### config.mk
export PLATFORM = sky130hd
export DESIGN_NAME = vedic_mac_acc
export DESIGN_NICKNAME = d
export VERILOG_FILES = /design/src/rtl/vedic_mac_acc_pkg.sv /design/src/rtl/vedic_16x16.sv /design/src/rtl/vedic_mac_acc.sv
export SDC_FILE = /design/constraint.sdc
export NUM_CORES = 1
export LEC_CHECK = 0
export ABC_AREA = 0
export BUFFER_PORTS_ARGS = -buffer_cell sky130_fd_sc_hd__buf_2
export CAP_MARGIN = 5
export CORE_MARGIN = 2
export CORE_UTILIZATION = 33
export DETAILED_ROUTE_END_ITERATION = 8
export PLACE_DENSITY = 0.52
export SYNTH_ARGS = -nofsm -noshare
export SYNTH_HDL_FRONTEND = slang
export SYNTH_SLANG_ARGS = --single-unit
### constraint.sdc
create_clock -name clk -period 21.2 [get_ports clk]
set_clock_uncertainty 0.05 [all_clocks]
set_input_delay 3.18 -clock clk [delete_from_list [all_inputs] [get_ports clk]]
set_output_delay 3.18 -clock clk [all_outputs]
set_load 0.01 [all_outputs]
### src/rtl/vedic_mac_acc_pkg.sv
// Shared definitions for the Vedic multiply-accumulate stage.
package vedic_mac_acc_pkg;

    localparam int OP_W   = 16;
    localparam int PROD_W = 32;

    typedef enum logic [1:0] {
        ST_IDLE  = 2'd0,
        ST_ACC   = 2'd1,
        ST_DRAIN = 2'd2,
        ST_DONE  = 2'd3
    } state_e;

endpackage

### src/rtl/vedic_16x16.sv
// Combinational 16x16 unsigned multiplier built from the Urdhva Tiryagbhyam
// (vertical and crosswise) scheme: 2x2 cells composed into 4x4, 8x8 and 16x16.
module vedic_16x16 (
    input  logic [15:0] a,
    input  logic [15:0] b,
    output logic [31:0] c
);

    function automatic logic [3:0] v2(input logic [1:0] x, input logic [1:0] y);
        logic [3:0] r;
        logic       p00, p01, p10, p11, c1;
        p00  = x[0] & y[0];
        p10  = x[1] & y[0];
        p01  = x[0] & y[1];
        p11  = x[1] & y[1];
        c1   = p10 & p01;
        r[0] = p00;
        r[1] = p10 ^ p01;
        r[2] = p11 ^ c1;
        r[3] = p11 & c1;
        return r;
    endfunction

    function automatic logic [7:0] v4(input logic [3:0] x, input logic [3:0] y);
        logic [3:0] q0, q1, q2, q3;
        q0 = v2(x[1:0], y[1:0]);
        q1 = v2(x[3:2], y[1:0]);
        q2 = v2(x[1:0], y[3:2]);
        q3 = v2(x[3:2], y[3:2]);
        return {q3, q0} + {2'b00, q1, 2'b00} + {2'b00, q2, 2'b00};
    endfunction

    function automatic logic [15:0] v8(input logic [7:0] x, input logic [7:0] y);
        logic [7:0] q0, q1, q2, q3;
        q0 = v4(x[3:0], y[3:0]);
        q1 = v4(x[7:4], y[3:0]);
        q2 = v4(x[3:0], y[7:4]);
        q3 = v4(x[7:4], y[7:4]);
        return {q3, q0} + {4'h0, q1, 4'h0} + {4'h0, q2, 4'h0};
    endfunction

    // Combine the four 8x8 partial products into the full 32-bit product.
    always_comb begin
        logic [15:0] q0, q1, q2, q3;
        q0 = v8(a[7:0],  b[7:0]);
        q1 = v8(a[15:8], b[7:0]);
        q2 = v8(a[7:0],  b[15:8]);
        q3 = v8(a[15:8], b[15:8]);
        c  = {q3, q0} + {8'h00, q1, 8'h00} + {8'h00, q2, 8'h00};
    end

endmodule

### src/rtl/vedic_mac_acc.sv
// Sequential multiply-accumulate: streams a programmed number of 16-bit
// operand pairs through vedic_16x16, registers each product and sums the
// products into a wide wrapping accumulator with a sticky overflow flag.
module vedic_mac_acc
    import vedic_mac_acc_pkg::*;
#(
    parameter int ACC_W = 40,
    parameter int LEN_W = 8
) (
    input  logic              clk,
    input  logic              rst,
    input  logic              start,
    input  logic [LEN_W-1:0]  len,
    output logic              busy,
    input  logic              in_valid,
    output logic              in_ready,
    input  logic [OP_W-1:0]   in_a,
    input  logic [OP_W-1:0]   in_b,
    output logic              out_valid,
    input  logic              out_ready,
    output logic [ACC_W-1:0]  out_acc,
    output logic              out_ovf
);

    state_e             state_q;
    logic [LEN_W-1:0]   remaining_q;
    logic [PROD_W-1:0]  p_q;
    logic               p_vld_q;
    logic [ACC_W-1:0]   acc_q;
    logic [ACC_W-1:0]   acc_d;
    logic               ovf_q;
    logic               ovf_d;
    logic [PROD_W-1:0]  prod;
    logic [ACC_W:0]     sum;
    logic               xfer;

    // The multiplier feeds p_q directly; nothing else sits between them.
    vedic_16x16 u_mult (
        .a (in_a),
        .b (in_b),
        .c (prod)
    );

    assign busy      = (state_q != ST_IDLE);
    assign in_ready  = (state_q == ST_ACC) && (remaining_q != '0);
    assign out_valid = (state_q == ST_DONE);
    assign out_acc   = acc_q;
    assign out_ovf   = ovf_q;
    assign xfer      = in_valid && in_ready;

    // Add the pending product one cycle after it was captured; the extra top bit catches the carry.
    always_comb begin
        sum   = {1'b0, acc_q} + {{(ACC_W + 1 - PROD_W){1'b0}}, p_q};
        acc_d = acc_q;
        ovf_d = ovf_q;
        if (p_vld_q) begin
            acc_d = sum[ACC_W-1:0];
            ovf_d = ovf_q | sum[ACC_W];
        end
    end

    // Control FSM, term counter, product register and accumulator.
    always_ff @(posedge clk) begin
        if (rst) begin
            state_q     <= ST_IDLE;
            remaining_q <= '0;
            p_q         <= '0;
            p_vld_q     <= 1'b0;
            acc_q       <= '0;
            ovf_q       <= 1'b0;
        end else begin
            acc_q   <= acc_d;
            ovf_q   <= ovf_d;
            p_vld_q <= 1'b0;
            case (state_q)
                ST_IDLE: begin
                    if (start) begin
                        remaining_q <= len;
                        acc_q       <= '0;
                        ovf_q       <= 1'b0;
                        p_vld_q     <= 1'b0;
                        state_q     <= (len == '0) ? ST_DONE : ST_ACC;
                    end
                end
                ST_ACC: begin
                    if (xfer) begin
                        p_q         <= prod;
                        p_vld_q     <= 1'b1;
                        remaining_q <= remaining_q - LEN_W'(1);
                        if (remaining_q == LEN_W'(1)) begin
                            state_q <= ST_DRAIN;
                        end
                    end
                end
                ST_DRAIN: begin
                    state_q <= ST_DONE;
                end
                ST_DONE: begin
                    if (out_ready) begin
                        state_q <= ST_IDLE;
                    end
                end
                default: begin
                    state_q <= ST_IDLE;
                end
            endcase
        end
    end

endmodule

==> metrics.txt, run 1 <==
Ant. Diodes=0; Wirelength per Cell=15.4 µm; Most used DFF post-synth=dfxtp_1; fmax=slightly below 100 MHz; post-route ant nets=0; sum of negative setup slack=0 ns; ys async rst share=0; CTS max path bufs=2; Worst Path Buf+Inv=3; most frequent cells in the layout=ha_1, inv_1, and2_1; Synth area leaders=ha_1, fa_1, dfxtp_1; Syn Area/Cell=8.34 µm²; TritonCTS clock tree=yes; slew margin rel.=0.286; status=completed; via count of the first global-routing pass=12,400; Initial Utilization=0.335; P per Cell Area=122 mW/mm²; max_cap viols=0; critical path class=input pin to flop; # rows=79; Switch Pwr=~1.1 mW; drt initial violations=517; flops & latches, synth=84; Internal=~1 mW; Worst setup EP type=flop; count of cell types in the netlist=73; final worst path period share=0.478; initial antenna violation count=1; startpoint types=input pin; clk root buf=clkbuf_16; HPWL Detailed=32,000 µm; TritonRoute pass-1 iters=4; cell count after synthesis=1,868; combinational fraction of design power=0.819; switching share of power=0.516; Leakage=between 8 and 9 nW; routed vias=~12,000; final design utilization=0.363; Tot Pwr=roughly 2 mW; Yosys top cell area share=0.225; die height=221 µm; Post-Place Worst Slack=10.70 ns; Post-synth EDFFs=0; I/O Buffers=88; Routed WL=38,800 µm; most common cell after layout, fill and taps aside=ha_1; setup violators final=0; Tightest Hold Check Type=flop to flop; critical path's top delay family=adder cells; gpl congestion=about 0.85; # Post-CTS Setup Buffers=0; min cycle time layout=10.13 ns; DRC viols=0; Via density=4.94; hold_buf cts=0; register area share after synthesis=0.108; register share of total power=0.099; Cell Area, Synth=around 0.016 mm²; slowest stage cell on the critical path=fa_1; largest net degree at the start of global routing=46; GR Overflow Total=0; largest area contributor in the netlist=ha_1; post-CTS resize count=0; Ports=~90; Hold Vio Cnt, Final=0; worst IR drop on VDD=107 µV; Clock Sinks=84; final instance area=0.0169 mm²; chip width=221 µm; clock slew at reported path FFs=0.06 ns; Max Slew Vio Count=0; Slew @ Worst Pin=1.07 ns; clock network fraction of total power=0.082; layout cells sized above 1=0.0653; Crit path arrival time=10.33 ns; Total GRT Usage=0.158; P&R area growth vs syn=8.40%; syn nets=2,327; crit-path max cell delay=roughly 0.56 ns; clock buffer count from CTS=9; Worst Path Max Fanout=16; total core area=~0.047 mm²; clock latency on the worst-skew pair=0.34 ns; RSZ-0062 raised after global routing=no; first-pass GRT wire length=between 60,000 and 70,000 µm; placed cell areas=0.0166 mm²; Final WS setup=11.07 ns; Syn. warnings=0; die area=0.0490 mm²; Nets=around 2,400; H-tree Lvls=3; WP data required=21.40 ns
[final timing paths]
check | start | to | slack [ns] | cells past startpoint
min | p_q[12] | p_q[12] | 0.41 | 2
min reg2reg | p_q[12] | p_q[12] | 0.41 | 2
max reg2reg | state_q[1] | remaining_q[0] | 17.53 | 9
max | in_b[2] | p_q[27] | 11.07 | 30
[power groups by stage]
stage / Combinational, mW / Sequential, mW / Clock [mW]
6_report: 1.69 / 0.205 / 0.169
5_1_grt: 1.91 / 0.208 / 0.180
4_1_cts: 1.70 / 0.205 / 0.174
3_5_place_dp: 1.69 / 0.208 / 0
3_3_place_gp: 1.67 / 0.208 / 0
2_1_floorplan: 1.33 / 0.197 / 0
[flip-flops by register name (all words and copies together), names as in the netlist]
| register | flops |
|---|---|
| p_vld_q | 1 |
| out_ovf | 1 |
| remaining_q | 8 |
| out_acc | 40 |
| p_q | 32 |
| state_q | 2 |
[final cells by class]
type	count	area, µm²
Fill cell	4875	29700
Clock buffer	10	229
Clock inverter	6	88.8
Sequential cell	84	1680
Timing Repair Buffer	91	463
Inverter	280	1050
Multi-Input combinational cell	1442	12600
Tap cell	607	759
[worst min-delay path: stages (launching register included)]
cell     delay (ns)
dfxtp_1        0.31
nand2_1        0.05
a21oi_1        0.05
[per-layer routing]
layer  wire length, µm  up-vias  GRT usage
met5                12        -          0
met1             19500     5982      0.224
li1                  -     6271          -
met3               766       26    0.00837
met2             18100      157      0.269
met4               393        2     0.0273
[Yosys cell counts, types with 36 or more instances]
cell type,instances
a21o_1,64
nor2_1,78
xnor2_1,74
o21ai_0,36
fa_1,134
a21oi_1,117
and2_1,225
nand2_1,124
dfxtp_1,84
inv_1,279
xor2_1,44
clkbuf_1,58
ha_1,280
[through the flow]
| stage | hold slack [ns] | instances |
|---|---|---|
| after floorplan | 0.386 | 1868 |
| after global placement | 0.399 | 2504 |
| after detailed placement | 0.407 | 2504 |
| after CTS | 0.413 | 2520 |
| after global routing | 0.431 | 2520 |
| final | 0.412 | 2520 |
[cell families after synthesis]
| group | synth area share |
|---|---|
| AO/OA/AOI/OAI | 0.147 |
| XOR/XNOR | 0.0678 |
| adder cells (fa/ha/maj) | 0.397 |
| buffers and inverters | 0.0825 |
| flip-flops | 0.108 |
| multiplexers | 0.0128 |
| AND/OR/NAND/NOR | 0.185 |
Note: power is estimated with default switching activity, not from simulation.
==> run 2, diff against run 1 <==
==> constraint.sdc (replaced) <==
create_clock -name clk -period 10.56 [get_ports clk]
set_clock_uncertainty 0.05 [all_clocks]
set_input_delay 1.584 -clock clk [delete_from_list [all_inputs] [get_ports clk]]
set_output_delay 1.584 -clock clk [all_outputs]
set_load 0.01 [all_outputs]
==> run 2 against run 1 <==
Setup slack lost 9.0 ns. Power grew 99%. First-iteration DRC count shrank 19%. Via count shrank 1.4%. Sequential power grew 100%. Hold slack is essentially flat. Critical path depth is the same. Sequential cell count is the same. Critical endpoint unchanged. Largest cell class unchanged.
==> metrics.txt, run 2 (same netlist as run 1, synthesis figures left out) <==
status=completed; routed vias=12,300; initial antenna violation count=1; total core area=0.0466 mm²; r2r setup slk=around 6.9 ns; chip width=approximately 220 µm; CTS max path bufs=2; setup violators final=0; P per Cell Area=243 mW/mm²; WP data required=about 11 ns; Worst setup EP type=flop; critical path class=input pin to flop; worst setup path end=p_q[27]; path length in cells of the critical path=30; TritonRoute pass-1 iters=5; clk root buf=clkbuf_16; via count of the first global-routing pass=~12,000; slowest stage cell on the critical path=fa_1; die height=221 µm; Crit path arrival time=8.73 ns; largest net degree at the start of global routing=46; # rows=79; Via density=4.87; slew margin rel.=0.302; Largest register FFs=40; hold_buf cts=0; Routed WL=38,700 µm; clock latency on the worst-skew pair=0.35 ns; post-route ant nets=0; Worst Path Max Fanout=16; crit-path max cell delay=0.56 ns; Total GRT Usage=0.158; Clock Sinks=84; reg2reg start=state_q[1]; Worst Path Buf+Inv=3; Max Slew Vio Count=0; clock buffer count from CTS=9; drt initial violations=between 400 and 500; # Post-CTS Setup Buffers=0; I/O Buffers=88; r2r endpoint=remaining_q[2]; Wirelength per Cell=15.3 µm; Initial Utilization=0.335; Hold Vio Cnt, Final=0; sum of negative setup slack=0 ns; min cycle time layout=8.53 ns; die area=0.0490 mm²; H-tree Lvls=3; fmax=117 MHz; P&R area growth vs syn=8.32%; DRC viols=0; layout cells sized above 1=0.0659; first-pass GRT wire length=63,800 µm; critical path's top delay family=adder cells; Nets=2,367; clock slew at reported path FFs=0.06 ns; gpl congestion=0.846; TritonCTS clock tree=yes; HPWL Detailed=31,900 µm; startpoint types=input pin; most frequent cells in the layout=ha_1, inv_1, and2_1; FF-to-FF path depth=10; post-CTS resize count=0; Slew @ Worst Pin=1.04 ns; final worst path period share=0.808; GR Overflow Total=0; RSZ-0062 raised after global routing=no; Leakage=a little under 9 nW; most common cell after layout, fill and taps aside=ha_1; max_cap viols=0; Tightest Hold Check Type=flop to flop; Critical Path Start=in_b[2]; worst IR drop on VDD=about 210 µV; Ports=89; Tot Pwr=4.10 mW
-- run 2: final cells by class --
type,instances,area [µm²]
Antenna cell,1,2.50
Clock buffer,10,239
Clock inverter,6,63.8
Fill cell,4840,29700
Inverter,280,1050
Multi-Input combinational cell,1442,12600
Sequential cell,84,1680
Tap cell,607,759
Timing Repair Buffer,91,463
-- run 2: where the power goes --
part	switching (mW)	internal (mW)	total, mW
logic	1.94	1.43	3.37
registers	0.0464	0.364	0.411
clock network	0.133	0.189	0.323
-- run 2: metrics by stage --
| stage | util | setup slack (ns) | hold WS (ns) | area [µm²] | std cells |
|---|---|---|---|---|---|
| after floorplan | - | 2.42 | 0.386 | 15600 | 1868 |
| after global placement | 0.356 | 1.78 | 0.399 | 16600 | 2504 |
| after detailed placement | 0.356 | 1.64 | 0.408 | 16600 | 2504 |
| after CTS | 0.363 | 1.99 | 0.414 | 16900 | 2520 |
| after global routing | 0.363 | 1.40 | 0.431 | 16900 | 2520 |
| final | 0.363 | 2.03 | 0.412 | 16900 | 2521 |
-- run 2: tightest hold or removal path: stages (launching register included) --
cell and delay, ns:
dfxtp_1 0.31, nand2_1 0.05, a21oi_1 0.05
-- run 2: worst min-delay path by stage --
| stage | startpoint | to | slack (ns) | cells past startpoint |
|---|---|---|---|---|
| floorplan | p_q[11] | p_q[11] | 0.39 | 2 |
| global placement | p_q[12] | p_q[12] | 0.40 | 2 |
| detailed placement | p_q[12] | p_q[12] | 0.41 | 2 |
| CTS | p_q[12] | p_q[12] | 0.41 | 2 |
| global route | out_ovf | out_ovf | 0.43 | 2 |
| finish | p_q[12] | p_q[12] | 0.41 | 2 |
-- run 2: routing by layer --
layer / up-vias / track usage / routed length (µm)
met1: 5847 / 0.224 / 19600
met2: 130 / 0.267 / 17800
met4: 2 / 0.0214 / 276
met3: 19 / 0.0143 / 948
met5: - / 0 / 12
li1: 6272 / - / -
